`src/rtl/tone_seq_pkg.sv`:
```
// tone_seq_pkg: pitch period, display code and octave-flag tables plus FSM states for tone_seq_player
package tone_seq_pkg;
  typedef enum logic [1:0] {IDLE, LOAD, PLAY} state_e;
  localparam logic [10:0] PERIOD_TBL [16] = '{
    11'd1, 11'd1275, 11'd1136, 11'd1012, 11'd932, 11'd851, 11'd758, 11'd676,
    11'd638, 11'd568, 11'd506, 11'd448, 11'd426, 11'd380, 11'd358, 11'd320
  };
  localparam logic [3:0] CODE_TBL [16] = '{
    4'd0, 4'd1, 4'd2, 4'd3, 4'd4, 4'd5, 4'd6, 4'd7,
    4'd1, 4'd2, 4'd3, 4'd4, 4'd5, 4'd6, 4'd7, 4'd1
  };
  localparam logic [15:0] HIGH_TBL = 16'hFF00;
endpackage

```
`src/rtl/tone_seq_player_div.sv`:
```
// tone_div: period-reload divider toggling the speaker square wave on each wrap
module tone_div #(
  parameter int DIV_W = 11
) (
  input  logic             clk,
  input  logic             rst,
  input  logic             clr,
  input  logic             en,
  input  logic [DIV_W-1:0] period,
  output logic             spk
);
  logic [DIV_W-1:0] cnt_q, cnt_d;
  logic spk_q, spk_d, wrap;
  always_comb begin
    wrap  = cnt_q == period - DIV_W'(1);
    cnt_d = clr ? '0 : en ? (wrap ? '0 : cnt_q + DIV_W'(1)) : cnt_q;
    spk_d = clr ? 1'b0 : (en && wrap) ? ~spk_q : spk_q;
  end
  always_ff @(posedge clk) begin
    if (rst) begin
      cnt_q <= '0;
      spk_q <= 1'b0;
    end else begin
      cnt_q <= cnt_d;
      spk_q <= spk_d;
    end
  end
  assign spk = spk_q;
endmodule

```
`src/rtl/tone_seq_player.sv`:
```
// tone_seq_player: handshaked note player driving speaker square wave and display digit.
// Optional TONE_ARTIC_EN silences the last beat of multi-beat notes.
module tone_seq_player
  import tone_seq_pkg::*;
#(
  parameter int OCT_W  = 2,
  parameter int BEAT_W = 4,
  parameter int DIV_W  = 11
) (
  input  logic              clk,
  input  logic              rst,
  input  logic              note_valid,
  output logic              note_ready,
  input  logic [3:0]        note_idx,
  input  logic [OCT_W-1:0]  note_oct,
  input  logic [BEAT_W-1:0] note_beats,
  input  logic              div_tick,
  input  logic              beat_tick,
  output logic              spk,
  output logic [3:0]        code,
  output logic              high,
  output logic              busy,
  output logic              done
);
  state_e state_q, state_d;
  logic [3:0] idx_q, idx_d, code_q, code_d;
  logic high_q, high_d;
  logic [OCT_W-1:0] oct_q, oct_d;
  logic [BEAT_W-1:0] beats_q, beats_d, rem_q, rem_d;
  logic [DIV_W-1:0] period_q, period_d, shifted;
  logic end_note, spk_div;
  always_comb begin
    state_d  = state_q;
    idx_d    = idx_q;
    oct_d    = oct_q;
    beats_d  = beats_q;
    rem_d    = rem_q;
    period_d = period_q;
    code_d   = code_q;
    high_d   = high_q;
    shifted  = DIV_W'(PERIOD_TBL[idx_q]) >> oct_q;
    end_note = state_q == PLAY && beat_tick && rem_q == BEAT_W'(1);
    done     = end_note && !rst;
    case (state_q)
      IDLE: if (note_valid) begin
        idx_d   = note_idx;
        oct_d   = note_oct;
        beats_d = (note_beats == '0) ? BEAT_W'(1) : note_beats;
        state_d = LOAD;
      end
      LOAD: begin
        period_d = (shifted == '0) ? DIV_W'(1) : shifted;
        code_d   = CODE_TBL[idx_q];
        high_d   = HIGH_TBL[idx_q];
        rem_d    = beats_q;
        state_d  = PLAY;
      end
      PLAY: if (end_note) begin
        rem_d   = '0;
        state_d = IDLE;
      end else if (beat_tick) begin
        rem_d = rem_q - BEAT_W'(1);
      end
      default: state_d = IDLE;
    endcase
  end
  always_ff @(posedge clk) begin
    if (rst) begin
      state_q  <= IDLE;
      idx_q    <= '0;
      oct_q    <= '0;
      beats_q  <= '0;
      rem_q    <= '0;
      period_q <= '0;
      code_q   <= '0;
      high_q   <= 1'b0;
    end else begin
      state_q  <= state_d;
      idx_q    <= idx_d;
      oct_q    <= oct_d;
      beats_q  <= beats_d;
      rem_q    <= rem_d;
      period_q <= period_d;
      code_q   <= code_d;
      high_q   <= high_d;
    end
  end
  // Ending the note clears the divider so spk drops even if a toggle tick coincides
  tone_div #(.DIV_W(DIV_W)) u_div (
    .clk    (clk),
    .rst    (rst),
    .clr    (state_q == LOAD || end_note),
    .en     (state_q == PLAY && div_tick && idx_q != '0),
    .period (period_q),
    .spk    (spk_div)
  );
`ifdef TONE_ARTIC_EN
  assign spk = spk_div && !(state_q == PLAY && rem_q == BEAT_W'(1) && beats_q > BEAT_W'(1));
`else
  assign spk = spk_div;
`endif
  assign note_ready = state_q == IDLE;
  assign busy       = state_q != IDLE;
  assign code       = code_q;
  assign high       = high_q;
endmodule

```
`config.mk`:
```
export PLATFORM = sky130hd
export DESIGN_NAME = tone_seq_player
export DESIGN_NICKNAME = d
export VERILOG_FILES = /design/src/rtl/tone_seq_pkg.sv /design/src/rtl/tone_seq_player_div.sv /design/src/rtl/tone_seq_player.sv
export SDC_FILE = /design/constraint.sdc
export NUM_CORES = 1
export LEC_CHECK = 0
export BUFFER_PORTS_ARGS = -buffer_cell sky130_fd_sc_hd__buf_2
export CAP_MARGIN = 20
export CORE_UTILIZATION = 50
export DETAILED_ROUTE_END_ITERATION = 8
export GPL_ROUTABILITY_DRIVEN = 1
export PLACE_DENSITY = 0.68
export SLEW_MARGIN = 25
export SYNTH_ARGS = -nofsm -noshare
export SYNTH_HDL_FRONTEND = slang
export SYNTH_SLANG_ARGS = --single-unit
```
`constraint.sdc`:
```
create_clock -name clk -period 7.4 [get_ports clk]
set_clock_uncertainty 0.15 [all_clocks]
set_input_delay 0.74 -clock clk [delete_from_list [all_inputs] [get_ports clk]]
set_output_delay 0.74 -clock clk [all_outputs]
set_load 0.01 [all_outputs]
```
== Yosys cells after proc, flatten, opt, wreduce, memory -nomap -nowiden ==
Memories as Yosys holds them, arrays and structs flattened. A register that Yosys moved wholly into a read port is not among the register bits.
Index checks and enable logic that the tools add are counted.

* Register bits after elaboration: 39
* Memory bits (read-only): 256
* Input port bits: 15
* Output and inout port bits: 9
* Logic and storage cells: 54
* Memories kept: 3

{| class="wikitable"
|+ Memory list
! name !! words !! bits a word !! read ports !! clocked after Yosys merged registers in !! wr ports !! RTL line !! RTL
|-
| (name not given) || 16 || 11 || 1 || 0 || 0 || tone_seq_player.sv:41 || <nowiki>shifted = DIV_W'(PERIOD_TBL[idx_q]) >> oct_q;</nowiki>
|-
| (name not given) || 16 || 4 || 1 || 1 || 0 || tone_seq_player.sv:53 || <nowiki>code_d = CODE_TBL[idx_q];</nowiki>
|-
| (name not given) || 16 || 1 || 1 || 1 || 0 || tone_seq_player.sv:54 || <nowiki>high_d = HIGH_TBL[idx_q];</nowiki>
|}

* Add/sub/neg operators: 3
* Magnitude comparators: 1
* Equal/unequal tests: 7
* Shift operators: 1
* Mux-type cells: 11
* Bitwise gates (word level): 2
* Reduce and logical (&&, ||, !) cells: 18

{| class="wikitable"
|+ Operator list
! operator !! number
|-
| two-way mux 11 bit || 4
|-
| two-way mux 4 bit || 3
|-
| adder 11 x 1 -> 11 bit (second input constant) || 1
|-
| == test 11 bit || 1
|-
| zero test 11 bit || 1
|-
| >> shifter 11 x 2 -> 11 bit || 1
|-
| subtractor 11 x 1 -> 11 bit (second input constant) || 1
|-
| one-hot mux 4 bit (2 select lines) || 1
|-
| logical AND 1 bit || 6
|-
| one-hot mux 2 bit (3 select lines) || 1
|-
| AND reduction 2 bit || 3
|-
| >= comparator 5 bit (second input constant) || 1
|-
| inverter 4 -> 5 bit || 1
|-
| == test 4 x 1 -> 1 bit (second input constant) || 1
|-
| zero test 4 bit || 1
|-
| two-way mux 2 bit || 2
|-
| != test 2 bit (second input constant) || 2
|-
| nonzero test 2 bit || 2
|-
| nonzero test 4 bit || 1
|-
| subtractor 4 x 1 -> 4 bit (second input constant) || 1
|-
| != test 3 bit (second input constant) || 1
|-
| == test 2 x 1 -> 1 bit (second input constant) || 1
|-
| == test 2 bit (second input constant) || 1
|-
| zero test 2 bit || 1
|-
| 4 further kinds || 4
|}

== Longest topological paths before layout ==
Gate-level depths: netlist of run 1.

* Depth in word-level cells: 7
* Depth in mapped cells: 10
* Depth with buffers taken out: 8

== Modules after synthesis ==
From an unflattened synthesis of run 1, not the netlist that was laid out.

* Cells, all modules: 365
* Area total of the unflattened synthesis: 2955.3 µm²

{| class="wikitable"
|+ By module, submodules not included
! module !! times used !! cells each !! area each (µm²) !! sequential area each (µm²)
|-
| tone_seq_player || 1 || 259 || 2043.2 || 620.6
|-
| tone_div || 1 || 106 || 912.1 || 240.2
|}

== Worst setup path before layout of run 1 ==
Ideal clock, no wire load.

* Kind: reg-to-reg
* From: reg period_q[0]
* To: reg u_div.spk_q, in the netlist u_div.spk
* Library setup time: 0.074 ns
* Arrival time: 2.652 ns
* Required time: 7.176 ns
* Path slack: 4.523 ns
* Stages on the path, launching flop included: 10
* Buffers on the path: 1
* Period minus slack after synthesis: 2.877 ns
* Cell sequence: dfxtp_1 inv_1 ha_1 buf_2 or4b_4 or4_4 xnor2_2 a211o_1 or4_1 a21oi_1

* Longest elaborated chain between the ends: 3

{| class="wikitable"
|+ Ends and longest elaborated chain
! item !! RTL line !! RTL
|-
| start, declared || tone_seq_player.sv:30 || <nowiki>logic [DIV_W-1:0] period_q, period_d, shifted;</nowiki>
|-
| start signal, assigned || tone_seq_player.sv:83 || <nowiki>period_q <= period_d;</nowiki>
|-
| subtractor 11 x 1 -> 11 bit || tone_seq_player_div.sv:15 || <nowiki>wrap = cnt_q == period - DIV_W'(1);</nowiki>
|-
| == test 11 bit || tone_seq_player_div.sv:15 ||
|-
| logical AND 1 bit || tone_seq_player_div.sv:17 || <nowiki>spk_d = clr ? 1'b0 : (en && wrap) ? ~spk_q : spk_q;</nowiki>
|-
| end signal, assigned || tone_seq_player_div.sv:25 || <nowiki>spk_q <= spk_d;</nowiki>
|-
| end, declared || tone_seq_player_div.sv:13 || <nowiki>logic spk_q, spk_d, wrap;</nowiki>
|}

No other way between the ends.
A chain may end at the register's enable or synchronous reset.

== Worst setup path in the final report of run 1 ==
Same ends and word-level chain as after synthesis.

==> results of run 1 <==
[worst max-delay path, stage by stage, from the launching register on]
cell and delay, ps:
dfxtp_1 350, inv_1 100, ha_1 340, or4b_4 540, or4_4 510, xnor2_2 150, a211o_1 250, or4_1 460
a21oi_1 140
[sequential cells by signal, indices dropped and copies added (netlist names)]
signal       flops
state_q          2
u_div.cnt_q     11
oct_q            2
rem_q            4
idx_q            4
beats_q          4
high             1
code             3
period_q        11
u_div.spk        1
[power by group]
part / switching [W] / internal, W / total (W)
logic: 0.0000851 / 0.0000655 / 0.000151
registers: 0.0000230 / 0.000243 / 0.000266
clock network: 0.0000867 / 0.0000675 / 0.000154
[worst paths after layout]
| kind | slack, ps | cells after the start | endpoint |
|---|---|---|---|
| worst max-delay path | 4340 | 8 | u_div.spk |
| worst min-delay path | 310 | 2 | beats_q[1] |
| worst max register to register | 4340 | 8 | u_div.spk |
| worst min register to register | 310 | 2 | beats_q[1] |
[synthesized netlist by cell type, types with 6 or more instances]
master,count
nand2_1,50
dfxtp_1,43
a21oi_1,37
nor2_1,37
clkbuf_1,21
nor3_1,14
o21ai_0,14
xnor2_1,13
nor3_2,11
ha_1,10
inv_1,10
xor2_1,10
mux2i_1,9
a211oi_1,7
nand2b_1,7
o211ai_1,7
and3_1,6
nand3_1,6
[cells in the final DEF, fill, tap and decap left out, drive strengths merged, types with 5 or more instances in the layout]
cell type / n
nand2: 50
dfxtp: 43
nor2: 37
a21oi: 37
nor3: 25
buf: 22
o21ai: 17
xnor2: 14
inv: 13
xor2: 10
ha: 10
mux2i: 9
nand2b: 7
o211ai: 7
a211oi: 7
and3: 6
nand3: 6
a31oi: 5
clkbuf: 5
nor2b: 5
[routing by layer]
metal	up-vias	track usage
li1	1398	-
met1	1257	0.300
met2	57	0.374
met3	7	0.0377
met4	0	0.0800
met5	-	0
[logic make-up (layout without fill, tap and decap cells)]
kind of cell / after synthesis / after routing / share of synthesized area
AOI/OAI and AO/OA: 105 / 105 / 0.224
xor gates and xnor gates: 24 / 24 / 0.0723
adders and majority gates: 10 / 10 / 0.0415
buffers and inverters: 43 / 44 / 0.0611
DFF: 43 / 43 / 0.286
muxes: 13 / 13 / 0.0486
other: 1 / 1 / 0.00124
and+or+nand+nor: 155 / 155 / 0.266
[final cells by class]
type | count | area [um^2] | area share
clock inverters | 3 | 23.8 | 0.00748
clock buffers | 5 | 68.8 | 0.0217
flip-flops and latches | 43 | 861 | 0.271
well taps | 72 | 90.1 | 0.0284
repair buffers | 22 | 110 | 0.0347
inverters | 14 | 52.6 | 0.0165
multi-input cells | 308 | 1970 | 0.620
[metrics by stage]
step / instance area, um^2 / setup WS (ps) / hold WS (ps) / cells / utilization
floorplan: 3010 / 4520 / 283 / 394 / -
detailed placement: 3080 / 4350 / 297 / 459 / 0.547
global placement: 3080 / 4400 / 292 / 459 / 0.546
CTS: 3180 / 4340 / 309 / 467 / 0.563
global route: 3180 / 4200 / 341 / 467 / 0.563
finish: 3180 / 4340 / 306 / 467 / 0.563
==> flow_summary.ini, run 1 <==
[power]
p_per_area_nw_per_um2 = 180
p_total_w = 0.000571
vdd_ir_drop_max_mv = 0.118
cellLeakagePower_nw = 1.19

[critical_path]
critPathLaunchType = flip-flop
r2r-start = period_q[0]
end_kind = flip-flop
crit_type = reg2reg
arrival_ps = 3140
crit_fanout = 9
startpoint = period_q[0]
critPathRequiredTime_ps = 7480

[drt]
drt-pass1-iter-count = 4
routed_via_density = 5.82
top_layer = met4
met1Wirelength_um = 3250
dr_wl_met3_um = 248
first_iter_violations = 117
drcViolationCount = 0
wl_per_cell_um = 14.2
vias = 2719
wirelength_um = 6640
ant_nets = 0
wl_met2_um = 3060

[floorplan]
fp.dieH_um = 79.6
dieArea_um2 = 6340
start_util = 0.534
rows = 27
io_pins = 24
die_x_um = 79.6
core_area_um2 = 5640

[sta]
hold_violations = 0
fin_tns_setup_ps = 0
fmax_ghz = 0.327
fin_crit_sh = 0.414
max_slew.worst_pin.slew_ps = 886
relSlewSlack = 0.408
fin_crit_ps = 3060
finalSetupViolCount = 0
rsz0062_at_grt = no
drv_slew = 0

[final_layout]
area_growth_syn_to_layout_pct = 5.44
layout-drive-gt1-share = 0.129
antenna_cells = 0
num-nets-final = 419
nFillCells = 562

[logic_synthesis]
synth_top_flop_cell = dfxtp_1
synth_seq_cells = 43
ys_async_sr_fraction = 0
yosys_warnings = 0
synth.area.top_cells = dfxtp_1, nand2_1, a21oi_1
syn-cell-area_um2 = 3010
synth_edf_count = 0
ys_seq_area_frac = 0.286
avgSynthCellArea_um2 = 7.65
synth.distinct_cells = 62
synth_top_cell_by_area = dfxtp_1
synth_top_cell_area_share = 0.286
syn_nets = 419
syn_inst = 394

[clocking]
cts-root-buf = clkbuf_8
clk-insertion-delay-late_ps = 300
path_clk_slew_ps = 90
cts-resized-gates = 0
cts_inserted_buffers = 5
clockBufferDepth = 2
cts_tree = done
cts-hold-fix-buffers = 0
post_cts_buffers = 0
cts_sinks = 43
ctsHtreeMaxLevel = 2

[placed_design]
placement.io_buffers = 22
hpwlAfterDp_um = 4770
place.gp.congestion = 0.824

[job]
cap_violations = 0

[global_route]
grt_pass1_vias = 2511
antenna_found_initial = 0
grt.total_usage = 0.228
grt_pass1_wl_um = 11500
grt_max_degree = 29
gr-total-overflow = 0

[worst_hold_path]
min_from = beats_q[1]
hp-class = reg2reg

[outcome]
outcome = finished, final reports clean
(Power assumes the default switching activity.)
==> inputs of run 2 (changes only) <==
--- a/config.mk
+++ b/config.mk
@@ -5,12 +5,13 @@
 export SDC_FILE = /design/constraint.sdc
 export NUM_CORES = 1
 export LEC_CHECK = 0
+export ABC_AREA = 1
 export BUFFER_PORTS_ARGS = -buffer_cell sky130_fd_sc_hd__buf_2
 export CAP_MARGIN = 20
 export CORE_UTILIZATION = 50
 export DETAILED_ROUTE_END_ITERATION = 8
 export GPL_ROUTABILITY_DRIVEN = 1
-export PLACE_DENSITY = 0.68
+export PLACE_DENSITY = 0.71
 export SLEW_MARGIN = 25
 export SYNTH_ARGS = -nofsm -noshare
 export SYNTH_HDL_FRONTEND = slang
==> constraint.sdc (replaced) <==
create_clock -name clk -period 2.7 [get_ports clk]
set_clock_uncertainty 0.15 [all_clocks]
set_input_delay 0.27 -clock clk [delete_from_list [all_inputs] [get_ports clk]]
set_output_delay 0.27 -clock clk [all_outputs]
set_load 0.01 [all_outputs]
==> run 2 against run 1 <==
  * Worst hold slack lost 230 ps
  * Clock power grew to 3.3 times the previous value
  * Register-to-register slack lost 3800 ps
  * Final area shrank 0.39%
  * Combinational power grew to 3.6 times the previous value
  * Sequential power grew to 2.7 times the previous value
  * Cell count grew 13%
  * Clock-buffer cell count grew 1
  * Critical path type unchanged
  * Critical endpoint is now period_q[0]
==> flow_summary.ini, run 2 <==
[placed_design]
placed_area_um2 = 3060
placement.io_buffers = 22
dp.cells = 523
hpwlAfterDp_um = 5040
place.gp.congestion = 0.904

[sta]
finalSetupViolCount = 0
fin_crit_sh = 0.809
max_slew.worst_pin.slew_ps = 529
fin_tns_setup_ps = 0
drv_slew = 0
fmax_ghz = 0.458
relSlewSlack = 0.647
fin_crit_ps = 2190
rsz0062_at_grt = no
hold_violations = 0

[drt]
first_iter_violations = 210
wl_per_cell_um = 12.4
wirelength_um = 6560
routed_via_density = 5.24
vias = 2777
drcViolationCount = 0
ant_nets = 0
drt-pass1-iter-count = 5

[global_route]
grt_pass1_vias = 2507
grt_max_degree = 21
antenna_found_initial = 0
gr-total-overflow = 0
grt.total_usage = 0.234
grt_pass1_wl_um = 11400

[power]
p_total_w = 0.00176
cellLeakagePower_nw = 1.48
vdd_ir_drop_max_mv = 0.303
p_per_area_nw_per_um2 = 557

[job]
cap_violations = 0

[logic_synthesis]
synth_top_cell_by_area = dfxtp_1
synth_top_flop_cell = dfxtp_1
synth.area.top_cells = dfxtp_1, nand2_1, nand3_1
ys_async_sr_fraction = 0
avgSynthCellArea_um2 = 6.61
syn-cell-area_um2 = 2910
synth_seq_cells = 43
syn_nets = 465
synth_most_common_cell = nand2_1
synth_commonest_cells = nand2_1, nand3_1, dfxtp_1
yosys_warnings = 0
syn_inst = 440
synth_top_cell_area_share = 0.296
synth_edf_count = 0
synth.distinct_cells = 37
ys_seq_area_frac = 0.296

[clocking]
cts-resized-gates = 0
ctsHtreeMaxLevel = 2
cts-hold-fix-buffers = 0
cts-root-buf = clkbuf_8
clk-insertion-delay-late_ps = 300
cts_sinks = 43
post_cts_buffers = 0
cts_inserted_buffers = 5
cts_tree = done
path_clk_slew_ps = 80
clockBufferDepth = 2

[final_layout]
area_growth_syn_to_layout_pct = 8.77
nFillCells = 547
antenna_cells = 0
layout-drive-gt1-share = 0.140
layout_common_cells = nand2_1, nand3_1, dfxtp_1
final_cells = 530
top_regs = period_q: 11 flops, u_div.cnt_q: 11 flops
final_area_um2 = 3160
num-nets-final = 483
layout_commonest_cell = nand2_1

[floorplan]
io_pins = 24
start_util = 0.525
dieArea_um2 = 6130
fp.dieH_um = 78.3
die_x_um = 78.3
core_area_um2 = 5540
rows = 27

[critical_path]
crit_type = reg2reg
r2r-start = idx_q[1]
arrival_ps = 2260
end_kind = flip-flop
startpoint = idx_q[1]
critPathRequiredTime_ps = 2780
crit_end = period_q[0]
critPathLaunchType = flip-flop
crit_fanout = 7
reg2reg_to = period_q[0]
reg2regPathDepth = 13
rrSetupSlack_ps = 510

[worst_hold_path]
hp-class = in2reg

[outcome]
outcome = finished, final reports clean
run 2: worst min-delay path by stage:
stage	startpoint	end	slack, ps	cells past startpoint
global placement	code[2]	code[2]	280	1
CTS	rst	beats_q[0]	70	2
finish	rst	beats_q[0]	80	2
floorplan	rst	beats_q[0]	190	1
detailed placement	code[2]	code[2]	280	1
global route	rst	beats_q[0]	90	2
run 2: logic make-up (layout without fill, tap and decap cells):
| family | count (synthesis) | after routing | share of synthesized area |
|---|---|---|---|
| flip-flops | 43 | 43 | 0.296 |
| other | 1 | 1 | 0.00129 |
| buffers and inverters | 62 | 80 | 0.0860 |
| adder cells (fa/ha/maj) | 10 | 10 | 0.0430 |
| XOR/XNOR | 26 | 26 | 0.0783 |
| AND/OR/NAND/NOR | 236 | 236 | 0.378 |
| AO/OA/AOI/OAI | 62 | 62 | 0.117 |
run 2: cell type report:
cell class,instances,area [um^2],area share
multi-input cells,335,1800,0.568
flip-flops and latches,43,861,0.272
inverters,48,180,0.0569
repair buffers,25,133,0.0419
well taps,72,90.1,0.0285
clock buffers,6,72.6,0.0229
clock inverters,1,30.0,0.00949
run 2: routing by layer:
layer | routed length, um | GRT usage | up-vias
met2 | 2980 | 0.389 | 58
met4 | 43 | 0.0556 | 0
met3 | 313 | 0.0477 | 5
met1 | 3220 | 0.310 | 1256
li1 | - | - | 1458
met5 | 0 | 0 | -
run 2: power by group:
part / switching (W) / internal [W] / total [W]
combinational: 0.000352 / 0.000195 / 0.000548
sequential: 0.0000394 / 0.000671 / 0.000710
clock: 0.000234 / 0.000272 / 0.000506
run 2: worst max-delay path: stages (launching register included):
cell	delay (ps)
dfxtp_1	450
inv_1	190
ha_1	370
nand2_2	110
o21ai_1	80
nand2_2	110
nand2_1	70
nand2_1	60
nand3_1	100
nand2_1	90
nand2_1	50
nor2_1	80
nand3_1	90
a21oi_1	120
run 2: through the flow:
stage	utilization	setup slack (ps)	hold WS, ps
3_3_place_gp	0.553	587	281
4_1_cts	0.571	522	69.7
5_1_grt	0.571	303	88.3
3_5_place_dp	0.553	518	285
6_report	0.571	515	78.5
2_1_floorplan	-	820	189
